==> src/rtl/pwm_pkg.sv <==
// Shared constants and FSM encoding for the PWM generator / capture pair.
package pwm_pkg;

    localparam int PWM_CNTR_LEN = 9;

    typedef enum logic [1:0] {
        SYNC = 2'd0,
        HIGH = 2'd1,
        LOW  = 2'd2
    } pwm_state_e;

endpackage

==> src/rtl/pwm_edge_detect.sv <==
// Two-flop synchroniser plus history flop; yields the clean level and
// single-cycle rise/fall pulses of an asynchronous input.
module pwm_edge_detect (
    input  logic clk,
    input  logic rst,
    input  logic i_sig,
    output logic o_level,
    output logic o_rise,
    output logic o_fall
);

    logic s1_q, s1_d;
    logic s2_q, s2_d;
    logic prev_q, prev_d;

    always_comb begin
        s1_d   = i_sig;
        s2_d   = s1_q;
        prev_d = s2_q;
    end

    always_ff @(posedge clk) begin
        if (rst) begin
            s1_q   <= 1'b0;
            s2_q   <= 1'b0;
            prev_q <= 1'b0;
        end else begin
            s1_q   <= s1_d;
            s2_q   <= s2_d;
            prev_q <= prev_d;
        end
    end

    assign o_level = s2_q;
    assign o_rise  = s2_q & ~prev_q;
    assign o_fall  = ~s2_q & prev_q;

endmodule

==> src/rtl/pwm_capture.sv <==
// PWM receiver: measures high time and rising-to-rising period in clk cycles.
// Optional stuck-input timeout enabled by defining PWM_CAPTURE_TIMEOUT_EN.
import pwm_pkg::*;

module pwm_capture #(
    parameter int CNTR_LEN = PWM_CNTR_LEN
) (
    input  logic                clk,
    input  logic                rst,
    input  logic                i_pwm,
    output logic [CNTR_LEN-1:0] o_high,
    output logic [CNTR_LEN-1:0] o_period,
    output logic                o_valid,
    output logic                o_overflow,
    output logic                o_timeout,
    output logic                o_level
);

`ifdef PWM_CAPTURE_TIMEOUT_EN
    localparam bit TMO_EN = 1'b1;
`else
    localparam bit TMO_EN = 1'b0;
`endif

    localparam logic [CNTR_LEN-1:0] MAX = '1;
    localparam logic [CNTR_LEN-1:0] ONE = CNTR_LEN'(1);

    logic level, rise, fall;

    pwm_edge_detect u_edge (
        .clk    (clk),
        .rst    (rst),
        .i_sig  (i_pwm),
        .o_level(level),
        .o_rise (rise),
        .o_fall (fall)
    );

    pwm_state_e          state_q, state_d;
    logic [CNTR_LEN-1:0] period_cnt_q, period_cnt_d;
    logic [CNTR_LEN-1:0] high_cnt_q, high_cnt_d;
    logic                sat_flag_q, sat_flag_d;
    logic [CNTR_LEN-1:0] high_q, high_d;
    logic [CNTR_LEN-1:0] period_q, period_d;
    logic                valid_q, valid_d;
    logic                overflow_q, overflow_d;
    logic                timeout_q, timeout_d;

    logic                period_max;
    logic [CNTR_LEN-1:0] period_inc;
    logic [CNTR_LEN-1:0] high_inc;

    assign period_max = (period_cnt_q == MAX);
    assign period_inc = period_max ? period_cnt_q : period_cnt_q + ONE;
    assign high_inc   = (high_cnt_q == MAX) ? high_cnt_q : high_cnt_q + ONE;

    always_comb begin
        state_d      = state_q;
        period_cnt_d = period_cnt_q;
        high_cnt_d   = high_cnt_q;
        sat_flag_d   = sat_flag_q;
        high_d       = high_q;
        period_d     = period_q;
        valid_d      = 1'b0;
        overflow_d   = overflow_q;
        timeout_d    = timeout_q;

        unique case (state_q)
            SYNC: begin
                if (rise) begin
                    state_d      = HIGH;
                    period_cnt_d = ONE;
                    high_cnt_d   = ONE;
                    sat_flag_d   = 1'b0;
                end
            end
            HIGH: begin
                period_cnt_d = period_inc;
                if (fall) begin
                    state_d = LOW;
                end else begin
                    high_cnt_d = high_inc;
                end
            end
            LOW: begin
                if (rise) begin
                    period_d     = period_cnt_q;
                    high_d       = high_cnt_q;
                    valid_d      = 1'b1;
                    overflow_d   = sat_flag_q;
                    timeout_d    = 1'b0;
                    sat_flag_d   = 1'b0;
                    period_cnt_d = ONE;
                    high_cnt_d   = ONE;
                    state_d      = HIGH;
                end else begin
                    period_cnt_d = period_inc;
                end
            end
            default: state_d = SYNC;
        endcase

        // A saturated period either aborts the measurement or is flagged for publish
        if (state_q != SYNC && period_max && !rise) begin
            if (TMO_EN) begin
                state_d      = SYNC;
                timeout_d    = 1'b1;
                period_cnt_d = '0;
                high_cnt_d   = '0;
                sat_flag_d   = 1'b0;
            end else begin
                sat_flag_d = 1'b1;
            end
        end
    end

    always_ff @(posedge clk) begin
        if (rst) begin
            state_q      <= SYNC;
            period_cnt_q <= '0;
            high_cnt_q   <= '0;
            sat_flag_q   <= 1'b0;
            high_q       <= '0;
            period_q     <= '0;
            valid_q      <= 1'b0;
            overflow_q   <= 1'b0;
            timeout_q    <= 1'b0;
        end else begin
            state_q      <= state_d;
            period_cnt_q <= period_cnt_d;
            high_cnt_q   <= high_cnt_d;
            sat_flag_q   <= sat_flag_d;
            high_q       <= high_d;
            period_q     <= period_d;
            valid_q      <= valid_d;
            overflow_q   <= overflow_d;
            timeout_q    <= timeout_d;
        end
    end

    assign o_high     = high_q;
    assign o_period   = period_q;
    assign o_valid    = valid_q;
    assign o_overflow = overflow_q;
    assign o_timeout  = timeout_q;
    assign o_level    = level;

endmodule
==> config.mk <==
export PLATFORM = sky130hd
export DESIGN_NAME = pwm_capture
export DESIGN_NICKNAME = d
export VERILOG_FILES = /design/src/rtl/pwm_pkg.sv /design/src/rtl/pwm_edge_detect.sv /design/src/rtl/pwm_capture.sv
export SDC_FILE = /design/constraint.sdc
export NUM_CORES = 1
export LEC_CHECK = 0
export ABC_AREA = 0
export BUFFER_PORTS_ARGS = -buffer_cell sky130_fd_sc_hd__clkbuf_2
export CAP_MARGIN = 20
export CORE_ASPECT_RATIO = 0.5
export CORE_MARGIN = 2
export CORE_UTILIZATION = 56
export CTS_CLUSTER_DIAMETER = 150
export CTS_CLUSTER_SIZE = 30
export DETAILED_ROUTE_END_ITERATION = 8
export PLACE_DENSITY = 0.78
export SYNTH_ARGS = -nofsm -noshare
export SYNTH_HDL_FRONTEND = slang
export SYNTH_SLANG_ARGS = --single-unit
==> constraint.sdc <==
create_clock -name clk -period 2.1 [get_ports clk]
set_clock_uncertainty 0.05 [all_clocks]
set_input_delay 0.315 -clock clk [delete_from_list [all_inputs] [get_ports clk]]
set_output_delay 0.315 -clock clk [all_outputs]
set_load 0.01 [all_outputs]
==> results of run 1 <==
## metal layers
layer / vias up / part of all wire, %
li1: 903 / -
met1: 816 / 47
met2: 53 / 47
met3: 4 / 5.4
met4: 0 / 0.47
met5: - / 0
## through the flow
stage | hold WS (ns) | power, W
final | 0.174 | 0.00150
after global routing | 0.174 | 0.00155
after CTS | 0.172 | 0.00150
after detailed placement | 0.388 | 0.000954
after global placement | 0.367 | 0.000950
after floorplan | 0.356 | 0.000924
## sequential cells by signal, indices dropped and copies added, names as in the netlist
signal,count
high_cnt_q,9
o_high,9
o_period,9
period_cnt_q,9
state_q,2
o_overflow,1
o_valid,1
sat_flag_q,1
u_edge.o_level,1
u_edge.prev_q,1
u_edge.s1_q,1
## cells by family (layout without fill, tap and decap cells)
logic type	after synthesis	count (layout)	synth area share, %
buf+inv	15	44	3.57
simple gates	97	97	25.0
flops	44	44	44.9
other cells	1	1	0.191
fa+ha+maj	7	7	4.47
xor+xnor	1	1	0.447
compound gates	70	70	21.4
## layout make-up
type                    count  area, um^2  area share [%]
multi-input cells         176        1020            45.2
inverters                   5        18.8           0.834
repair buffers             31         175            7.78
flip-flops and latches     44         882            39.2
clock buffers               7        86.3            3.84
clock inverters             1        7.51           0.334
well taps                  51        63.8            2.83
## how the worst min path moves through the flow
stage	from	to	slack (ns)
after floorplan	rst	period_cnt_q[0]	0.36
after global placement	u_edge.s1_q	u_edge.o_level	0.37
after detailed placement	u_edge.s1_q	u_edge.o_level	0.39
after CTS	i_pwm	u_edge.s1_q	0.17
after global routing	i_pwm	u_edge.s1_q	0.17
final	i_pwm	u_edge.s1_q	0.17
## repair_timing
action,4_1_cts,5_1_grt
endpoints found under the hold margin,0,0
endpoints found under the setup margin,0,10
setup buffers,0,0
resized for setup,0,4
## critical path, stage by stage, from the launching register on
cell,delay (ns)
dfxtp_2,0.35
ha_1,0.22
nand3_1,0.10
nor2_1,0.06
ha_1,0.22
o21a_4,0.28
or4_1,0.50
a21oi_1,0.14
## report_power, final
| part | switching (W) | leakage, nW | internal, W |
|---|---|---|---|
| logic | 0.0000602 | 0.387 | 0.0000299 |
| clock network | 0.000290 | 0.0445 | 0.000268 |
| registers | 0.00000589 | 0.356 | 0.000842 |
## cells in the mapped netlist (2+ instances only)
| master | instances |
|---|---|
| a211oi_1 | 3 |
| a21oi_1 | 38 |
| and2_1 | 2 |
| and3_1 | 3 |
| and4_4 | 2 |
| buf_2 | 2 |
| clkbuf_1 | 6 |
| dfxtp_1 | 44 |
| ha_1 | 7 |
| inv_1 | 5 |
| nand2_1 | 44 |
| nand2b_1 | 2 |
| nand3_1 | 11 |
| nand4_1 | 4 |
| nor2_1 | 7 |
| nor2b_1 | 5 |
| nor3_1 | 3 |
| o21ai_0 | 8 |
| o31ai_1 | 9 |
| or3_1 | 2 |
| or4_1 | 7 |
==> results.py, run 1 <==
metrics = {
    "timing": {
        "hold_viol_final": 0,
        "slew_viol_final": 0,
        "rsz0062_at_grt": "no",
        "fmax_mhz": 502,
        "worst_slack_ns": 0.109,
        "period_share_pct": 94.8,
        "fin_tns_setup_ns": 0,
        "maxSlewHeadroom_pct": 52.2,
        "finalSetupViolations": 0,
        "finalCriticalPeriod_ns": 1.99,
        "worst-slew-pin-transition_ns": 0.711,
    },
    "placement": {
        "postPlaceCellArea_um2": 2150,
        "dp_cells": 307,
        "dp_hpwl_um": 2950,
        "numPortBuffers": 23,
        "place_ws_ns": 0.0547,
        "gp_congestion": 0.875,
    },
    "yosys": {
        "ys_seq_area_share_pct": 44.9,
        "yosysTopAreaCell": "dfxtp_1",
        "ys_top_cells_by_area": "dfxtp_1 45%, a21oi_1 9.7%, nand2_1 8.4%",
        "netlist_instances": 235,
        "synth_edf_count": 0,
        "syn_nets": 245,
        "synth_area_um2": 1960,
        "synth_flop_cell": "dfxtp_1",
        "yosys_warnings": 0,
        "synth_top_area_share_pct": 44.9,
        "synth_cell_types": 42,
        "avgSynthCellArea_um2": 8.34,
        "yosys_register_bits": 44,
        "synthArstFlopShare_pct": 0,
    },
    "floorplanning": {
        "die_y_um": 45.8,
        "start_util_pct": 57.7,
        "die_area_um2": 4020,
        "row_count": 15,
        "io_pins": 25,
        "core_um2": 3400,
        "die_x_um": 87.7,
    },
    "global_route": {
        "grtUsageMet2_pct": 37.3,
        "use_met1_pct": 30.3,
        "use_met3_pct": 8.33,
        "antenna_found_initial": 0,
        "grt_pass1_wl_um": 7080,
        "grt_busiest_layer": "met2",
        "grt_max_degree": 25,
        "grt-ovfl-total": 0,
        "grt_usage_pct": 23.4,
        "grt_pass1_vias": 1550,
    },
    "clocking": {
        "cts_tree": "built",
        "worstSkewPairLatency_ns": 0.30,
        "clk_pin_slew_ns": 0.08,
        "clock_path_buffers": 2,
        "cts_made_buffers": 5,
        "h-tree-depth": 2,
        "cts.sinks": 44,
        "cts_hold_buffers": 0,
        "root_buffer": "clkbuf_8",
    },
    "setup_path": {
        "crit_type": "reg -> reg",
        "cp-startpoint": "high_cnt_q[1]",
        "crit_required_ns": 2.28,
        "critical_path_arrival_ns": 2.17,
        "r2r_slack_ns": 0.11,
        "r2r_end": "high_cnt_q[5]",
        "worstReg2RegStart": "high_cnt_q[1]",
        "cp-end-kind": "flop",
        "start_kind": "flop",
        "cp_max_fo": 14,
        "endpoint": "high_cnt_q[5]",
        "r2r_cells": 7,
    },
    "route": {
        "drt_wl_total_um": 4280,
        "drcViolationCount": 0,
        "avgViaCountPerCell": 5.64,
        "wire_per_inst_um": 13.6,
        "vias": 1776,
        "ant_nets": 0,
        "dr.pass1.iters": 4,
        "first_iter_violations": 106,
    },
    "cells_and_area": {
        "area_growth_pct": 14.8,
        "final_common_cell": "nand2_1",
        "fin_cells": 315,
        "fin_area_um2": 2250,
        "fin_nets": 273,
        "layout_common_cells": "44 x nand2_1, 43 x dfxtp_1, 38 x a21oi_1",
        "diodes": 0,
        "fin_util_pct": 66.3,
        "fill_cells": 300,
        "layout-drive-gt1-share_pct": 16.7,
    },
    "job": {
        "drv_cap": 0,
    },
    "min_path": {
        "hold_depth": 2,
        "hp-class": "in -> reg",
    },
    "status": {
        "status": "complete, no violations",
    },
    "power_and_ir_drop": {
        "power_density_nw_per_um2": 665,
        "power.leakage_nw": 0.788,
        "ir_drop_uv": 424,
    },
}
Note: power is estimated with default switching activity, not from simulation.
==> run 2: changes to the inputs <==
CORE_UTILIZATION = 59   (was 56)
CTS_BUF_LIST = sky130_fd_sc_hd__clkbuf_2 sky130_fd_sc_hd__clkbuf_4 sky130_fd_sc_hd__clkbuf_8   (was not set)
PLACE_DENSITY = 0.81   (was 0.78)
==> run 2 against run 1 <==
  * Non-clock buffer count stayed put
  * Clock power is 17% higher
  * Flip-flop and latch count stayed put
  * Sequential share of layout area hardly changed
==> results.py, run 2 (synthesis gave the netlist of run 1 again) <==
metrics = {
    "min_path": {
        "hp-class": "in -> reg",
        "hold_path_end": "u_edge.s1_q",
        "hold_depth": 2,
        "worstHoldStart": "i_pwm",
    },
    "global_route": {
        "grt_pass1_vias": 1627,
        "grt_max_degree": 24,
        "antenna_found_initial": 0,
        "grt_pass1_wl_um": 7350,
        "grt_usage_pct": 24.4,
        "grt-ovfl-total": 0,
    },
    "setup_path": {
        "critical_path_arrival_ns": 2.16,
        "r2r_cells": 7,
        "crit_type": "reg -> reg",
        "r2r_slack_ns": 0.12,
        "r2r_end": "high_cnt_q[4]",
        "worstReg2RegStart": "high_cnt_q[1]",
        "cp-end-kind": "flop",
        "start_kind": "flop",
        "crit_required_ns": 2.27,
        "cp_max_fo": 14,
    },
    "timing": {
        "worst-slew-pin-transition_ns": 0.651,
        "fin_tns_setup_ns": 0,
        "slew_viol_final": 0,
        "finalCriticalPeriod_ns": 1.98,
        "hold_viol_final": 0,
        "maxSlewHeadroom_pct": 56.1,
        "period_share_pct": 94.5,
        "whs_ns": 0.179,
        "rsz0062_at_grt": "no",
        "finalSetupViolations": 0,
        "fmax_mhz": 504,
    },
    "floorplanning": {
        "io_pins": 25,
        "core_um2": 3080,
        "die_y_um": 44.8,
        "die_x_um": 85.5,
        "die_area_um2": 3830,
        "row_count": 14,
        "start_util_pct": 63.6,
    },
    "placement": {
        "numPortBuffers": 23,
        "dp_hpwl_um": 2940,
        "gp_congestion": 0.845,
    },
    "route": {
        "ant_nets": 0,
        "drcViolationCount": 0,
        "avgViaCountPerCell": 5.93,
        "wire_per_inst_um": 14.0,
        "drt_wl_total_um": 4270,
        "vias": 1803,
        "dr.pass1.iters": 5,
        "first_iter_violations": 112,
    },
    "status": {
        "status": "complete, no violations",
    },
    "power_and_ir_drop": {
        "ir_drop_uv": 462,
        "power_density_nw_per_um2": 706,
        "power_w": 0.00159,
        "power.leakage_nw": 0.800,
    },
    "clocking": {
        "cts_made_buffers": 5,
        "cts.sinks": 44,
        "worstSkewPairLatency_ns": 0.29,
        "clock_path_buffers": 2,
        "cts_hold_buffers": 0,
        "h-tree-depth": 2,
        "root_buffer": "clkbuf_8",
        "post_cts_buffers": 0,
        "cts_tree": "built",
        "clk_pin_slew_ns": 0.08,
    },
    "cells_and_area": {
        "diodes": 0,
        "area_growth_pct": 14.7,
        "layout-drive-gt1-share_pct": 16.7,
        "fin_util_pct": 72.9,
        "fill_cells": 257,
        "layout_common_cells": "44 x nand2_1, 44 x dfxtp_1, 38 x a21oi_1",
        "fin_nets": 273,
    },
    "job": {
        "drv_cap": 0,
    },
}
run 2: changes by cell type in the layout (fill, tap and decap cells not counted), sizes merged:
cell	change
clkinv	+1
bufinv	+1
clkbuf	-1
clkinvlp	-1
run 2: what timing repair did:
item,in CTS,in global routing
setup endpoints to repair,0,10
endpoints found under the hold margin,0,0
gates resized for setup,0,2
run 2: critical path, cell delays in order (launching register included):
cell and delay [ns]:
dfxtp_1 0.34, ha_1 0.22, nand3_1 0.09, nor2_1 0.04
ha_1 0.19, o21a_2 0.31, or4_1 0.49, a21oi_1 0.17
run 2: per-stage QoR:
stage          instance area, um^2  std cells  worst slack [ns]
3_5_place_dp                  2130        296            0.0757
6_report                      2250        304             0.116
2_1_floorplan                 1960        235             0.174
4_1_cts                       2250        304            0.0535
3_3_place_gp                  2130        296             0.148
5_1_grt                       2250        304           0.00281
run 2: layout make-up:
type / instances / area (um^2) / area share, %
Multi-Input combinational cell: 176 / 1010 / 45.0
Clock buffer: 6 / 76.3 / 3.39
Tap cell: 40 / 50.0 / 2.23
Clock inverter: 2 / 35.0 / 1.56
Inverter: 5 / 18.8 / 0.835
Timing Repair Buffer: 31 / 175 / 7.79
Sequential cell: 44 / 881 / 39.2
run 2: worst max-delay path by stage:
stage / end / depth (start not counted) / slack (ns) / startpoint
2_1_floorplan: high_cnt_q[1] / 8 / 0.17 / high_cnt_q[0]
3_3_place_gp: high_cnt_q[5] / 7 / 0.15 / high_cnt_q[1]
3_5_place_dp: high_cnt_q[5] / 7 / 0.08 / high_cnt_q[1]
4_1_cts: high_cnt_q[5] / 7 / 0.05 / high_cnt_q[1]
5_1_grt: high_cnt_q[4] / 7 / 0.003 / high_cnt_q[1]
6_report: high_cnt_q[4] / 7 / 0.12 / high_cnt_q[1]
run 2: layer usage:
metal | up-vias | part of all wire, % | GRT usage (%)
met5 | - | 0 | 0
met2 | 47 | 44 | 40.0
met1 | 842 | 49 | 33.1
li1 | 903 | - | -
met4 | 0 | 1.4 | 7.30
met3 | 11 | 4.9 | 5.48
run 2: power by group:
| part | switching (W) | internal [W] | total, W |
|---|---|---|---|
| clock | 0.000285 | 0.000366 | 0.000651 |
| sequential | 0.00000589 | 0.000842 | 0.000847 |
| combinational | 0.0000598 | 0.0000299 | 0.0000896 |
| total | 0.000351 | 0.00124 | 0.00159 |
